===== config.mk =====
export PLATFORM = sky130hd
export DESIGN_NAME = st_norm_acc_lvl1
export DESIGN_NICKNAME = d
export VERILOG_FILES = /design/src/rtl/st_mx_pkg.sv /design/src/rtl/st_lzc.sv /design/src/rtl/st_norm_acc_lvl1.sv
export SDC_FILE = /design/constraint.sdc
export NUM_CORES = 1
export LEC_CHECK = 0
export ABC_AREA = 1
export BUFFER_PORTS_ARGS = -buffer_cell sky130_fd_sc_hd__buf_2
export CAP_MARGIN = 25
export CORE_MARGIN = 3
export CORE_UTILIZATION = 57
export CTS_CLUSTER_DIAMETER = 80
export CTS_CLUSTER_SIZE = 10
export DETAILED_ROUTE_END_ITERATION = 10
export GPL_TIMING_DRIVEN = 0
export PLACE_DENSITY = 0.78
export SYNTH_ARGS = -nofsm -noshare
export SYNTH_HDL_FRONTEND = slang
export SYNTH_SLANG_ARGS = --single-unit

===== constraint.sdc =====
create_clock -name clk -period 6 [get_ports clk]
set_input_delay 1.8 -clock clk [delete_from_list [all_inputs] [get_ports clk]]
set_output_delay 1.8 -clock clk [all_outputs]
set_load 0.01 [all_outputs]

===== src/rtl/st_mx_pkg.sv =====
// ----------------------------------------------------------------------------
// st_mx_pkg
// Shared types and defaults for the MX receive-side datapath.
//   prec_mode_t  : per-beat precision mode carried alongside level-1 sums
//   norm_state_t : control states of the normalizing accumulator
//   EXP_BASE_DEF : exponent bias removed before FP8 alignment
//   MAX_SH_DEF   : largest FP8 alignment shift
//   acc_width()  : accumulator width that cannot wrap within a full block
// ----------------------------------------------------------------------------
package st_mx_pkg;

  typedef enum logic [1:0] {
    INT8  = 2'b00,
    FP8_A = 2'b01,
    FP8_B = 2'b10,
    FP4   = 2'b11
  } prec_mode_t;

  typedef enum logic [1:0] {
    S_ACC,
    S_ABS,
    S_NORM,
    S_OUT
  } norm_state_t;

  localparam int EXP_BASE_DEF = 2;
  localparam int MAX_SH_DEF   = 12;

  // Sign bit plus the widest aligned term plus growth for summing a full block.
  function automatic int acc_width(input int mant_in_w, input int max_sh,
                                   input int max_beats);
    return mant_in_w + max_sh + $clog2(max_beats) + 1;
  endfunction

endpackage


===== src/rtl/st_lzc.sv =====
// ----------------------------------------------------------------------------
// st_lzc
// Combinational leading-zero counter.
//   value    in  W   word to scan
//   count    out CW  number of zeros above the most significant one (W if zero)
//   all_zero out 1   value is exactly zero
// ----------------------------------------------------------------------------
module st_lzc #(
  parameter int W  = 26,
  parameter int CW = $clog2(W) + 1
) (
  input  logic [W-1:0]  value,
  output logic [CW-1:0] count,
  output logic          all_zero
);

  // Scan upward so the highest set bit is the last one to write the count.
  always_comb begin
    count = CW'(W);
    for (int i = 0; i < W; i++) begin
      if (value[i]) begin
        count = CW'(W - 1 - i);
      end
    end
  end

  assign all_zero = ~|value;

endmodule


===== src/rtl/st_norm_acc_lvl1.sv =====
// ----------------------------------------------------------------------------
// st_norm_acc_lvl1
// Accumulates a block of unnormalized level-1 sums into a signed fixed-point
// accumulator and, at block end, returns sign / leading-one index / truncated
// mantissa of the total.
//   clk, rst       clock and synchronous active-high reset
//   in_valid/ready beat handshake (ready only while accumulating)
//   in_mant/exp/sign/last, prec_mode   level-1 beat and its precision mode
//   out_valid/ready result handshake
//   out_sign/exp/mant/zero/overrun     registered normalized result
// ----------------------------------------------------------------------------
module st_norm_acc_lvl1
  import st_mx_pkg::*;
#(
  parameter int MANT_W    = 8,
  parameter int MAX_BEATS = 8,
  parameter int EXP_BASE  = EXP_BASE_DEF,
  parameter int MAX_SH    = MAX_SH_DEF,
  parameter int ACC_W     = acc_width(10, MAX_SH, MAX_BEATS)
) (
  input  logic              clk,
  input  logic              rst,
  input  logic              in_valid,
  output logic              in_ready,
  input  logic [9:0]        in_mant,
  input  logic [5:0]        in_exp,
  input  logic              in_sign,
  input  logic              in_last,
  input  logic [1:0]        prec_mode,
  output logic              out_valid,
  input  logic              out_ready,
  output logic              out_sign,
  output logic [4:0]        out_exp,
  output logic [MANT_W-1:0] out_mant,
  output logic              out_zero,
  output logic              out_overrun
);

  localparam int CNT_W = (MAX_BEATS > 1) ? $clog2(MAX_BEATS) : 1;
  localparam int LZC_W = $clog2(ACC_W) + 1;

  norm_state_t       state;
  prec_mode_t        mode;
  logic [ACC_W-1:0]  acc;
  logic [ACC_W-1:0]  mag;
  logic [ACC_W-1:0]  term;
  logic [ACC_W-1:0]  abs_q;
  logic [ACC_W-1:0]  norm_shift;
  logic [MANT_W-1:0] norm_mant;
  logic [4:0]        norm_exp;
  logic [CNT_W-1:0]  beat_cnt;
  logic [5:0]        sh;
  logic              accept;
  logic              last_slot;
  logic              close_blk;
  logic              overrun_q;
  logic              sign_q;
  logic              zero_q;
  logic              norm_phase;
  logic [LZC_W-1:0]  lzc_cnt;
  logic [LZC_W-1:0]  lzc_q;
  logic              lzc_zero;

  // Beats are only taken while accumulating; reset masks ready so that beats
  // presented during reset are never counted as accepted.
  assign in_ready  = (state == S_ACC) && !rst;
  assign accept    = in_valid && in_ready;
  assign last_slot = (beat_cnt == CNT_W'(MAX_BEATS - 1));
  assign close_blk = in_last || last_slot;
  assign mode      = prec_mode_t'(prec_mode);

  // FP8 alignment: remove the exponent bias, clamp below at zero and above
  // at the largest shift the accumulator was sized for.
  always_comb begin
    sh = '0;
    if (in_exp > 6'(EXP_BASE)) begin
      if ((in_exp - 6'(EXP_BASE)) > 6'(MAX_SH)) begin
        sh = 6'(MAX_SH);
      end else begin
        sh = in_exp - 6'(EXP_BASE);
      end
    end
  end

  // Build the signed term for this beat. FP4 sums already arrive in two's
  // complement (sign is the top bit), the other modes are sign-magnitude.
  always_comb begin
    mag  = '0;
    term = '0;
    case (mode)
      FP4: begin
        term = {{(ACC_W-11){in_sign}}, in_sign, in_mant};
      end
      INT8: begin
        mag  = {{(ACC_W-10){1'b0}}, in_mant};
        term = in_sign ? -mag : mag;
      end
      default: begin
        mag  = {{(ACC_W-10){1'b0}}, in_mant} << sh;
        term = in_sign ? -mag : mag;
      end
    endcase
  end

  st_lzc #(
    .W  (ACC_W),
    .CW (LZC_W)
  ) u_lzc (
    .value    (abs_q),
    .count    (lzc_cnt),
    .all_zero (lzc_zero)
  );

  // Left-justify the magnitude at its leading one; the top MANT_W bits are
  // the mantissa and everything below is truncated.
  assign norm_shift = abs_q << lzc_q;
  assign norm_mant  = MANT_W'(norm_shift >> (ACC_W - MANT_W));
  assign norm_exp   = 5'(ACC_W - 1 - int'(lzc_q));

  // Block controller and datapath registers. Normalization is split over two
  // edges (count leading zeros, then shift) so the scan and the barrel shift
  // never sit in one path; that gives three edges from closing beat to
  // out_valid. The accumulator and counter are cleared when the result is
  // taken, so each block starts from zero.
  always_ff @(posedge clk) begin
    if (rst) begin
      state       <= S_ACC;
      acc         <= '0;
      beat_cnt    <= '0;
      overrun_q   <= 1'b0;
      sign_q      <= 1'b0;
      abs_q       <= '0;
      lzc_q       <= '0;
      zero_q      <= 1'b0;
      norm_phase  <= 1'b0;
      out_valid   <= 1'b0;
      out_sign    <= 1'b0;
      out_exp     <= '0;
      out_mant    <= '0;
      out_zero    <= 1'b0;
      out_overrun <= 1'b0;
    end else begin
      case (state)
        S_ACC: begin
          if (accept) begin
            acc <= acc + term;
            if (close_blk) begin
              overrun_q <= ~in_last;
              state     <= S_ABS;
            end else begin
              beat_cnt <= beat_cnt + 1'b1;
            end
          end
        end
        S_ABS: begin
          // The most negative value negates to itself, which read unsigned
          // is exactly its magnitude.
          sign_q     <= acc[ACC_W-1];
          abs_q      <= acc[ACC_W-1] ? -acc : acc;
          norm_phase <= 1'b0;
          state      <= S_NORM;
        end
        S_NORM: begin
          if (!norm_phase) begin
            lzc_q      <= lzc_cnt;
            zero_q     <= lzc_zero;
            norm_phase <= 1'b1;
          end else begin
            out_sign    <= zero_q ? 1'b0 : sign_q;
            out_exp     <= zero_q ? 5'd0 : norm_exp;
            out_mant    <= zero_q ? '0 : norm_mant;
            out_zero    <= zero_q;
            out_overrun <= overrun_q;
            out_valid   <= 1'b1;
            state       <= S_OUT;
          end
        end
        S_OUT: begin
          if (out_ready) begin
            out_valid <= 1'b0;
            acc       <= '0;
            beat_cnt  <= '0;
            state     <= S_ACC;
          end
        end
        default: begin
          state <= S_ACC;
        end
      endcase
    end
  end

endmodule


== Word-level counts from Yosys, hierarchy flattened ==
Cells that the tools add are included.

* Bits in registers: 83
* Input port bits: 24
* Output and inout port bits: 18
* Logic and storage cells: 107

* $add $sub $neg: 7
* $lt $le $gt $ge: 2
* Eq/ne operators: 10
* Shifts and indexed selects: 2
* Mux-type cells: 51
* Bitwise gates (word level): 2
* Reduce and logical (&&, ||, !) cells: 18

{| class="wikitable"
|+ Operators with widths
! cell !! count
|-
| $mux W26 || 5
|-
| $pmux W26 S2 || 2
|-
| $mux W5 || 17
|-
| $neg A26 Y26 || 2
|-
| $mux W4 || 8
|-
| $add A26 B26 Y26 || 1
|-
| $neg A10 Y26 || 1
|-
| $reduce_or A26 Y1 || 1
|-
| $shl A10 B6 Y26 || 1
|-
| $shl A26 B5 Y26 || 1
|-
| $mux W2 || 6
|-
| $mux W6 || 2
|-
| $ne A2 B2 Y1 const B || 5
|-
| $mux W3 || 3
|-
| $reduce_and A3 Y1 || 3
|-
| $mux W8 || 1
|-
| $pmux W2 S4 || 1
|-
| $reduce_and A4 Y1 || 2
|-
| $eq A2 B2 Y1 const B || 3
|-
| $gt A6 B2 Y1 const B || 1
|-
| $gt A6 B4 Y1 const B || 1
|-
| $pmux W3 S2 || 1
|-
| $reduce_bool A2 Y1 || 3
|-
| $sub A6 B2 Y6 const B || 1
|-
| 12 further kinds || 20
|}

== Logic depth before layout (Yosys ltp) ==
Gate-level depths: netlist of run 1.

* Word-level depth: 26
* Depth in mapped cells: 38
* Gate-level depth less buffers: 38

== Hierarchy ==
A second synthesis of run 1 with hierarchy kept.

* Cell total of the unflattened synthesis: 1,399
* Area total of the unflattened synthesis: 8,371.8 µm²

{| class="wikitable"
|+ Modules (own cells, without submodules)
! module !! times used !! cells each !! area an instance (µm²) !! seq. area each (µm²)
|-
| st_norm_acc_lvl1 || 1 || 1,314 || 8,002.7 || 1,681.6
|-
| st_lzc || 1 || 85 || 369.1 || 0.0
|}

== Worst setup path before layout of run 1 ==
Ideal clock, no wire load.

* Path type: input to register
* From: input port in_exp[1]
* To: register acc[21]
* Setup time: 132 ps
* Data arrival time: 5,646 ps
* Required time: 5,868 ps
* Path slack: 222 ps
* Stages: 34
* Buffers on the path: 0
* Cells stage by stage: inv_2 ha_1 nand2_1 xor2_1 inv_1 nor2_4 nand3_2 nand2_1 nand3_2 nor2_1 nand2_1 ha_1 nor2_1 nor2_1 nor2_1 nand2_1 o21ai_0 inv_1 ha_1 a21oi_1 nand2_1 nand2_1 nand2_1 a21oi_1 nor2_1 o22ai_1 inv_1 a21oi_1 o21ai_0 nand4_1 nand2_1 or2_2 nand3_1 a21oi_1

* Word-level cells in the longest chain between the ends: 11
* Elaborated cells on any way between the ends: 12
* Those cells by class: add/sub: 3; order compare: 2; shift: 1; mux: 6

{| class="wikitable"
|+ RTL lines
! element !! line !! text
|-
| start, declared || st_norm_acc_lvl1.sv:26 || <nowiki>input logic [5:0] in_exp,</nowiki>
|-
| $sub A6 B2 Y6 || st_norm_acc_lvl1.sv:77, st_norm_acc_lvl1.sv:80 ||
|-
| $gt A6 B4 Y1 || st_norm_acc_lvl1.sv:77 || <nowiki>if ((in_exp - 6'(EXP_BASE)) > 6'(MAX_SH)) begin</nowiki>
|-
| $mux W6 || st_norm_acc_lvl1.sv:77 ||
|-
| $mux W6 (*) || st_norm_acc_lvl1.sv:76 || <nowiki>if (in_exp > 6'(EXP_BASE)) begin</nowiki>
|-
| $shl A10 B6 Y26 (*) || st_norm_acc_lvl1.sv:99 || <nowiki>mag = {{(ACC_W-10){1'b0}}, in_mant} << sh;</nowiki>
|-
| $neg A26 Y26 || st_norm_acc_lvl1.sv:100 || <nowiki>term = in_sign ? -mag : mag;</nowiki>
|-
| $mux W26 (*) || st_norm_acc_lvl1.sv:100 ||
|-
| $pmux W26 S2 (*) || st_norm_acc_lvl1.sv:90 || <nowiki>case (mode)</nowiki>
|-
| $add A26 B26 Y26 (*) || st_norm_acc_lvl1.sv:146 || <nowiki>acc <= acc + term;</nowiki>
|-
| $mux W26 (*) || st_norm_acc_lvl1.sv:145 || <nowiki>if (accept) begin</nowiki>
|-
| $pmux W26 S2 (*) || st_norm_acc_lvl1.sv:143 || <nowiki>case (state)</nowiki>
|-
| end signal, assigned || st_norm_acc_lvl1.sv:146 ||
|-
| end, declared || st_norm_acc_lvl1.sv:44 || <nowiki>logic [ACC_W-1:0] acc;</nowiki>
|}

Mark *: on every way between the ends. The rest lies on a longest branch, timed or not. The select of a mux whose other input is x is not followed.
A chain may end at the register's enable or synchronous reset.

== Final worst setup path of run 1 ==
* From: input port in_exp[1]
* To: register acc[24]

The elaborated chain is that of the path after synthesis.

==> results.json, run 1 <==
{
  "status": "complete, no violations",
  "fill_cells": 1240,
  "synthMuxAreaShare_pct": 0.755,
  "routed_via_density": 5.87,
  "pre_cts_ws_ns": -0.684,
  "die_w_um": 124,
  "cp_max_fo": 6,
  "setup_slack_ns": 0.0981,
  "antenna_left": 0,
  "gr-total-overflow": 0,
  "worstSetupPathType": "input pin to flop",
  "synth_compound_area_share_pct": 23.8,
  "r2r-end": "abs_q[23]",
  "comb_power_share_pct": 59.7,
  "grt_setup_unrepaired": "true",
  "layout.nets": 1488,
  "crit_path_end_kind": "flop",
  "tightest_slew_ns": 0.660,
  "cts-root-buf": "clkbuf_16",
  "die-area_um2": 15400,
  "vias": 9394,
  "syn_to_final_growth_pct": 17.4,
  "synth_nets": 1403,
  "routed_wl_mm": 25.0,
  "startpoint": "in_exp[1]",
  "syn_inst": 1335,
  "critPathTopFamily": "simple AND/OR/NAND/NOR gates",
  "synth_top_family_by_area": "simple AND/OR/NAND/NOR gates",
  "crit_arrival_ns": 6.18,
  "max_slew_margin_pct": 55.5,
  "power_mw": 3.38,
  "synth.distinct_cells": 53,
  "yosysSeqAreaShare_pct": 20.9,
  "ioPinCount": 42,
  "p_seq_share_pct": 24.0,
  "crit_cells": 33,
  "crit_end": "acc[24]",
  "cts_tree": "yes",
  "power_density_nw_per_um2": 362,
  "r2r_setup_slack_ns": 3.21,
  "clock.fmax_mhz": 169,
  "async_flop_share_pct": 0,
  "post-route-drc-count": 0,
  "fin_crit_sh_pct": 98.4,
  "p_switching_mw": 1.72,
  "critPathBufInv": 6,
  "synthFlopType": "dfxtp_1",
  "grt_max_degree": 18,
  "wl_per_cell_um": 15.6,
  "dr.pass1.iters": 6,
  "swShare_pct": 50.8,
  "core_area_um2": 13500,
  "rows": 42,
  "worstRegToRegCells": 13,
  "p_leak_nw": 4.31,
  "slowest_stage": "ha_2",
  "grt_usage_pct": 31.2,
  "hold_viol_final": 0,
  "grt_first_pass_wirelength_mm": 38.4,
  "antenna_found_initial": 0,
  "finalSetupViolations": 0,
  "syn_area_per_cell_um2": 5.96,
  "synth-edff-count": 0,
  "ys_seq_elements": 83,
  "synthAdderAreaFrac_pct": 7.01,
  "antenna_cells": 0,
  "max_stage_delay_ns": 0.36,
  "fin_cells": 1601,
  "worst_ir_drop_vdd_uv": 164,
  "die_h_um": 124,
  "p_clk_share_pct": 16.3,
  "clock_skew_ns": 0.00949,
  "initial_core_util_pct": 59.2,
  "synth-xor-area-share_pct": 1.76,
  "cap_violations": 0,
  "p_int_mw": 1.66,
  "start_kind": "input pin",
  "synth_simple_gate_area_share_pct": 35.4,
  "min_period_ns": 5.90,
  "r2r_start": "acc[0]",
  "drv_slew": 0,
  "syn_area_um2": 7960,
  "hold_ws_ns": 0.459,
  "drive_gt1_share_pct": 15.5,
  "dp_hpwl_mm": 19.1,
  "clock_path_buffers": 2,
  "clkTransAtPathRegs_ns": 0.07,
  "numCtsBuffers": 9,
  "portBuffers": 41,
  "cts_num_sinks": 83,
  "gp_congestion": 1.01,
  "post-route-util_pct": 69.5,
  "worstPathRequired_ns": 6.28,
  "clk_latency_ns": 0.35,
  "grt_pass1_vias": 8149,
  "synth_warnings": 0,
  "hp-class": "flop to flop",
  "place_inst": 1552,
  "drt_iter0_markers": 744,
  "htreeDepth": 3
}
-- synth_stat cells, drive strengths merged, types with 2 or more instances --
| master | count | area share, % |
|---|---|---|
| o21a | 3 | 0.28 |
| dfxtp | 83 | 21 |
| nand3 | 102 | 7.0 |
| o21bai | 2 | 0.19 |
| buf | 15 | 1.2 |
| a21o | 4 | 0.38 |
| a21oi | 132 | 8.3 |
| xnor2 | 4 | 0.44 |
| o22ai | 14 | 1.1 |
| a32oi | 2 | 0.22 |
| o31ai | 3 | 0.28 |
| nand2 | 353 | 17 |
| nand3b | 3 | 0.28 |
| clkinv | 5 | 0.25 |
| o211ai | 5 | 0.47 |
| or2 | 14 | 1.1 |
| xor2 | 12 | 1.3 |
| nor3 | 20 | 1.4 |
| inv | 155 | 7.3 |
| o221ai | 21 | 2.3 |
| clkbuf | 35 | 1.7 |
| mux2i | 6 | 0.75 |
| or3 | 2 | 0.16 |
| nor4 | 3 | 0.24 |
| a31oi | 15 | 1.2 |
| nand4 | 15 | 1.4 |
| ha | 43 | 6.8 |
| o21ai | 129 | 8.2 |
| o311ai | 2 | 0.22 |
| nor2 | 125 | 6.5 |
-- per-stage QoR --
| stage | instance area, µm² | TNS [ns] |
|---|---|---|
| 5_1_grt | 9350 | -0.575 |
| 3_3_place_gp | 8380 | -5.53 |
| 4_1_cts | 8720 | 0 |
| 6_report | 9350 | 0 |
| 3_5_place_dp | 8380 | -6.08 |
| 2_1_floorplan | 7960 | 0 |
-- logic make-up (layout without fill, tap and decap cells) --
kind of cell             count (synthesis)  count (layout)
AND/OR/NAND/NOR                        638             638
AO/OA/AOI/OAI                          338             338
buffers and inverters                  210             300
flip-flops                              83              83
adder cells (fa/ha/maj)                 44              44
XOR/XNOR                                16              16
multiplexers                             6               6
-- power groups by stage --
stage               Clock, mW  Sequential, mW  Combinational (mW)
detailed placement          0           0.818                1.82
floorplan                   0           0.779                1.40
global route            0.582           0.830                2.27
finish                  0.552           0.812                2.02
global placement            0           0.814                1.80
CTS                     0.556           0.806                1.83
-- cells in the final DEF, fill, tap and decap left out, drive strengths merged, types with 2 or more instances in the layout --
| cell | count |
|---|---|
| o21bai | 2 |
| nand4 | 15 |
| nor4 | 3 |
| ha | 43 |
| o211ai | 5 |
| or3 | 2 |
| o311ai | 2 |
| nand2 | 353 |
| o221ai | 21 |
| dfxtp | 83 |
| o31ai | 3 |
| xnor2 | 4 |
| clkinv | 7 |
| nand3b | 3 |
| o21ai | 129 |
| or2 | 14 |
| nor2 | 125 |
| inv | 158 |
| a21oi | 132 |
| a21o | 4 |
| o22ai | 14 |
| o21a | 3 |
| nand3 | 102 |
| clkinvlp | 2 |
| a31oi | 15 |
| buf | 88 |
| clkbuf | 45 |
| mux2i | 6 |
| xor2 | 12 |
| a32oi | 2 |
| nor3 | 20 |
-- worst min-delay path, stage by stage (launching register included) --
cell,delay (ns)
dfxtp_1,0.30
inv_1,0.06
a21oi_1,0.05
-- cell type report --
cell class	instances	area, µm²	share of cell area, %
inverter	160	607	6.49
clock buffer	9	225	2.41
clock inverter	7	71.3	0.763
multi-input combinational	1042	5840	62.5
timing repair buffer	74	484	5.18
sequential	83	1660	17.8
tap	176	220	2.36
buffer	50	238	2.54
-- timing repair --
action                                  4_1_cts  5_1_grt
hold buffers                                  0        0
cloned                                        0        1
setup buffers                                 4       28
endpoints found under the setup margin        9       17
resized for setup                             6       91
pin swaps                                     2       42
-- registers in the layout, summed over array words and instances, names as in the netlist --
signal / count
norm_phase: 1
out_sign: 1
state: 2
lzc_q: 5
abs_q: 26
acc: 26
zero_q: 1
out_exp: 5
out_valid: 1
out_mant: 8
out_zero: 1
out_overrun: 1
overrun_q: 1
sign_q: 1
beat_cnt: 3
-- metal layers --
metal / wire length, µm / GRT usage (%) / vias up
met5: 0 / 0 / -
met4: 1360 / 15.7 / 0
met3: 1410 / 4.22 / 105
met2: 12200 / 55.8 / 421
met1: 10100 / 36.3 / 4197
li1: - / - / 4671
-- worst min path at each step --
stage / startpoint / to / slack [ns] / cells past startpoint
5_1_grt: out_exp[3] / out_exp[3] / 0.48 / 2
4_1_cts: out_exp[3] / out_exp[3] / 0.46 / 2
3_3_place_gp: overrun_q / overrun_q / 0.44 / 2
3_5_place_dp: out_exp[3] / out_exp[3] / 0.45 / 2
2_1_floorplan: overrun_q / out_overrun / 0.43 / 2
6_report: overrun_q / out_overrun / 0.46 / 2
(Power assumes the default switching activity.)
==> run 2: changes to the inputs <==
--- a/config.mk
+++ b/config.mk
@@ -8,12 +8,14 @@
 export ABC_AREA = 1
 export BUFFER_PORTS_ARGS = -buffer_cell sky130_fd_sc_hd__buf_2
 export CAP_MARGIN = 25
+export CORE_ASPECT_RATIO = 1.5
 export CORE_MARGIN = 3
 export CORE_UTILIZATION = 57
 export CTS_CLUSTER_DIAMETER = 80
 export CTS_CLUSTER_SIZE = 10
 export DETAILED_ROUTE_END_ITERATION = 10
 export GPL_TIMING_DRIVEN = 0
+export HOLD_SLACK_MARGIN = 0.06
 export PLACE_DENSITY = 0.78
 export SYNTH_ARGS = -nofsm -noshare
 export SYNTH_HDL_FRONTEND = slang
==> run 2 against run 1 <==
  * Maximum frequency increased by 0.64%
  * Non-clock buffer count up 2
  * Worst hold slack better by 0.0032 ns
  * Cell count decreased by 0.75%
  * Count of clock-buffer cells in the layout is the same
  * Wire length grew 6.7%
  * Worst setup slack improved by 0.038 ns
  * Global-route usage up 1.8 points
  * Power rose by 3.6%
  * Via count fell by 1.1%
  * Core utilization grew 0.44 points
  * Critical endpoint unchanged
==> results.json, run 2 (synthesized netlist as in run 1, its figures left out) <==
{
  "status": "complete, no violations",
  "antenna_left": 0,
  "layout_common_cells": "nand2_1 (317), inv_1 (149), o21ai_0 (113), a21oi_1 (113), nor2_1 (108)",
  "die_w_um": 102,
  "grt_pass1_vias": 8781,
  "finalSetupViolations": 0,
  "antenna_cells": 0,
  "grt_max_degree": 17,
  "antenna_found_initial": 0,
  "grt_setup_unrepaired": "true",
  "clock_skew_ns": 0.00773,
  "fill_cells": 1217,
  "comb_power_share_pct": 59.3,
  "cap_violations": 0,
  "clock_path_buffers": 2,
  "numCtsBuffers": 9,
  "hold_viol_final": 0,
  "p_int_mw": 1.76,
  "dp_hpwl_mm": 20.3,
  "cts_tree": "yes",
  "routed_wl_mm": 26.7,
  "max_stage_delay_ns": 0.40,
  "worst_ir_drop_vdd_uv": 183,
  "min_period_ns": 5.86,
  "drive_gt1_share_pct": 17.3,
  "rows": 52,
  "power_density_nw_per_um2": 369,
  "dr.pass1.iters": 6,
  "post-route-drc-count": 0,
  "grt_usage_pct": 33.1,
  "start_kind": "input pin",
  "critPathTopFamily": "simple AND/OR/NAND/NOR gates",
  "place_area_um2": 8370,
  "stdcell_area_um2": 9510,
  "tightest_slew_ns": 0.732,
  "gp_congestion": 1.01,
  "clkTransAtPathRegs_ns": 0.07,
  "drv_slew": 0,
  "fin_crit_sh_pct": 97.7,
  "cts-root-buf": "clkbuf_16",
  "p_leak_nw": 4.37,
  "drt_iter0_markers": 541,
  "swShare_pct": 49.7,
  "finalSetupTns_ns": 0,
  "crit_path_end_kind": "flop",
  "ioPinCount": 42,
  "final-seq-area_um2": 1660,
  "wl_per_cell_um": 16.8,
  "clock.fmax_mhz": 171,
  "core_area_um2": 13600,
  "gr-total-overflow": 0,
  "layout_commonest_cell": "nand2_1",
  "clk_latency_ns": 0.35,
  "vias": 9294,
  "hp-class": "flop to flop",
  "critPathBufInv": 6,
  "routed_via_density": 5.85,
  "worstSetupPathType": "input pin to flop",
  "grt_first_pass_wirelength_mm": 40.3,
  "layout.nets": 1490,
  "crit_arrival_ns": 6.07,
  "p_clk_share_pct": 17.8,
  "die_h_um": 151,
  "max_slew_margin_pct": 51.2,
  "syn_to_final_growth_pct": 19.4,
  "die-area_um2": 15400,
  "portBuffers": 41,
  "power_mw": 3.51,
  "worstPathRequired_ns": 6.20,
  "cts_num_sinks": 83,
  "initial_core_util_pct": 58.5,
  "p_switching_mw": 1.74,
  "holdBufCountCts": 0,
  "reg_top3": "abs_q (26), acc (26), out_mant (8)",
  "multiInputGateArea_um2": 5950,
  "p_seq_share_pct": 23.0,
  "slowest_stage": "ha_2",
  "cp_max_fo": 6,
  "htreeDepth": 3
}
-- run 2: cell count changes in the layout (fill, tap and decap cells not counted), sizes merged --
cell | before | now
buf | 88 | 91
bufinv | 0 | 2
clkbuf | 45 | 44
clkinv | 7 | 4
clkinvlp | 2 | 1
inv | 158 | 160
-- run 2: metal layers --
metal  GRT usage [%]  up-vias  part of all wire [%]
li1                -     4658                     -
met1            30.3     4170                    34
met2            61.5      317                    52
met3            4.17      149                   4.0
met4            28.8        0                   9.4
met5               0        -                     0
-- run 2: power by group through the flow --
stage | combinational (mW) | sequential (mW) | clock [mW]
2_1_floorplan | 1.40 | 0.779 | 0
3_3_place_gp | 1.83 | 0.806 | 0
3_5_place_dp | 1.86 | 0.810 | 0
4_1_cts | 1.88 | 0.799 | 0.625
5_1_grt | 2.33 | 0.824 | 0.651
6_report | 2.08 | 0.806 | 0.623
-- run 2: tightest hold or removal path: cells and delay by family (launching register included) --
kind | cells | cell delay (ns)
flops | 1 | 0.31
compound gates | 1 | 0.05
simple gates | 1 | 0.05
-- run 2: worst paths after layout --
check / from / end / slack, ns / cells past startpoint
worst max register to register: acc[0] / acc[24] / 3.19 / 18
worst max-delay path: in_exp[1] / acc[24] / 0.14 / 33
worst min-delay path: out_exp[0] / out_exp[0] / 0.46 / 2
worst min register to register: out_exp[0] / out_exp[0] / 0.46 / 2
-- run 2: layout make-up --
type	count	area share, %
Multi-Input combinational cell	1042	62.6
Sequential cell	83	17.5
Inverter	160	6.41
Timing Repair Buffer	77	5.36
Buffer	49	2.49
Clock buffer	9	2.37
Tap cell	162	2.13
Clock inverter	7	1.12
-- run 2: timing repair --
item                                    CTS  global route
endpoints found under the setup margin   13            18
gates resized for setup                   9           114
pin swaps                                 3            49
buffers inserted                          5            30
gates cloned                              0             1
-- run 2: per-stage QoR --
step | cells | hold slack, ns | setup slack (ns) | utilization, %
after floorplan | 1335 | 0.430 | 0.222 | -
after global placement | 1538 | 0.439 | -0.805 | 61.5
after detailed placement | 1538 | 0.453 | -0.819 | 61.5
after CTS | 1559 | 0.464 | 0.0236 | 64.4
after global routing | 1589 | 0.475 | -0.177 | 69.9
final | 1589 | 0.462 | 0.136 | 69.9
==> run 3: changes to the inputs <==
==> constraint.sdc (replaced) <==
create_clock -name clk -period 4.9 [get_ports clk]
set_input_delay 1.47 -clock clk [delete_from_list [all_inputs] [get_ports clk]]
set_output_delay 1.47 -clock clk [all_outputs]
set_load 0.01 [all_outputs]
==> run 3 against run 2 <==
  * The run now ends with setup timing left
  * Clock power up 8.7%
  * Critical path depth shrank 2
  * Flip-flop and latch count stayed put
  * Global-route usage rose by 3.2 points
  * Die area is the same
  * Largest cell class unchanged
==> results.json, run 3 (synthesized netlist as in run 1, its figures left out) <==
{
  "status": "finished with violations",
  "violations": "setup timing",
  "slowest_stage": "ha_1",
  "min_period_ns": 5.60,
  "p_seq_share_pct": 22.0,
  "place_area_um2": 8490,
  "reg_top3": "abs_q (26), acc (26), out_mant (8)",
  "pre_cts_ws_ns": -1.29,
  "worst_ir_drop_vdd_uv": 225,
  "setup_slack_ns": -0.699,
  "layout_common_cells": "nand2_1 (298), inv_1 (143), nor2_1 (103)",
  "cap_violations": 0,
  "comb_power_share_pct": 63.0,
  "layout_commonest_cell": "nand2_1",
  "p_leak_nw": 4.70,
  "final-seq-area_um2": 1660,
  "grt_pass1_vias": 9489,
  "hp-class": "flop to flop",
  "crit_arrival_ns": 5.81,
  "drt_iter0_markers": 823,
  "dp_hpwl_mm": 20.5,
  "cts-root-buf": "clkbuf_16",
  "routed_via_density": 6.17,
  "place_inst": 1538,
  "htreeDepth": 3,
  "p_int_mw": 2.20,
  "stdcell_area_um2": 10400,
  "hold_viol_final": 0,
  "post-route-drc-count": 0,
  "worstPathRequired_ns": 5.11,
  "clkTransAtPathRegs_ns": 0.07,
  "tightest_slew_ns": 0.761,
  "crit_path_end_kind": "flop",
  "ioPinCount": 42,
  "critPathMostFrequentCell": "nand3_2",
  "cts_num_sinks": 83,
  "rows": 52,
  "grt_first_pass_wirelength_mm": 44.1,
  "post-route-util_pct": 76.3,
  "grt_max_degree": 18,
  "cp_max_fo": 5,
  "fin_cells": 1641,
  "startpoint": "in_exp[1]",
  "gp_congestion": 1.00,
  "p_switching_mw": 2.31,
  "antenna_left": 0,
  "p_clk_share_pct": 15.0,
  "fill_cells": 1043,
  "antenna_found_initial": 0,
  "vias": 10100,
  "layout.nets": 1542,
  "syn_to_final_growth_pct": 30.4,
  "gr-total-overflow": 0,
  "cts_tree": "yes",
  "hold_ws_ns": 0.459,
  "clock.fmax_mhz": 179,
  "clock_path_buffers": 2,
  "drive_gt1_share_pct": 25.9,
  "initial_core_util_pct": 58.5,
  "routed_wl_mm": 30.4,
  "worstSetupPathType": "input pin to flop",
  "wl_per_cell_um": 18.5,
  "max_stage_delay_ns": 0.33,
  "portBuffers": 41,
  "power_mw": 4.51,
  "max_slew_margin_pct": 49.3,
  "clk_latency_ns": 0.35,
  "grt_setup_unrepaired": "true",
  "multiInputGateArea_um2": 6380,
  "core_area_um2": 13600,
  "swShare_pct": 51.2,
  "die_w_um": 102,
  "grt_usage_pct": 36.3,
  "antenna_cells": 0,
  "hold_start": "overrun_q",
  "r2r_start": "state[0]",
  "die_h_um": 151,
  "start_kind": "input pin",
  "dr.pass1.iters": 8,
  "clock_skew_ns": 0.00662,
  "die-area_um2": 15400,
  "fin_crit_sh_pct": 114,
  "finalSetupTns_ns": -8.07,
  "finalSetupViolations": 19,
  "drv_slew": 0,
  "power_density_nw_per_um2": 435,
  "numCtsBuffers": 9
}
-- run 3: changes by cell type in the layout (fill, tap and decap cells not counted), moves of 19 or more --
cell / before / now
a21oi_2: 15 / 35
buf_4: 35 / 72
nand3_1: 79 / 53
nand2_1: 317 / 298
a21oi_1: 113 / 90
nand3_2: 18 / 42
-- run 3: worst paths after layout --
path | to | slack (ns) | cells past startpoint
min reg2reg | overrun_q | 0.46 | 2
min | overrun_q | 0.46 | 2
max reg2reg | acc[24] | 1.71 | 11
max | acc[21] | -0.70 | 31
-- run 3: what timing repair did --
| action | CTS | global route |
|---|---|---|
| cloned | 0 | 0 |
| hold buffers | 0 | 0 |
| endpoints found under the setup margin | 19 | 21 |
| resized for setup | 110 | 117 |
| pin swaps | 73 | 82 |
| setup buffers | 62 | 30 |
-- run 3: power by group through the flow --
stage               Sequential, mW  Clock, mW  Combinational, mW
finish                       0.992      0.677               2.84
global route                  1.01      0.699               3.12
CTS                          0.981      0.676               2.53
detailed placement           0.993          0               2.30
global placement             0.987          0               2.27
floorplan                    0.954          0               1.75
-- run 3: final cells by class --
class                   instances  share of cell area [%]
flip-flops and latches         83                    16.0
well taps                     162                    1.95
plain buffers                  49                    2.32
clock buffers                   9                    2.17
multi-input cells            1042                    61.5
clock inverters                 7                   0.651
repair buffers                129                    9.37
inverters                     160                    6.07
-- run 3: per-layer routing --
layer  share of wire (%)  GRT usage [%]
met1                  33           33.4
met2                  50           65.4
met3                 5.7           5.66
met4                  12           34.1
met5                   0              0
-- run 3: critical path: cells and delay by family --
kind	cells	cell delay, ns
simple gates	17	2.28
compound gates	6	0.91
buf+inv	5	0.48
fa+ha+maj	2	0.48
xor+xnor	1	0.15
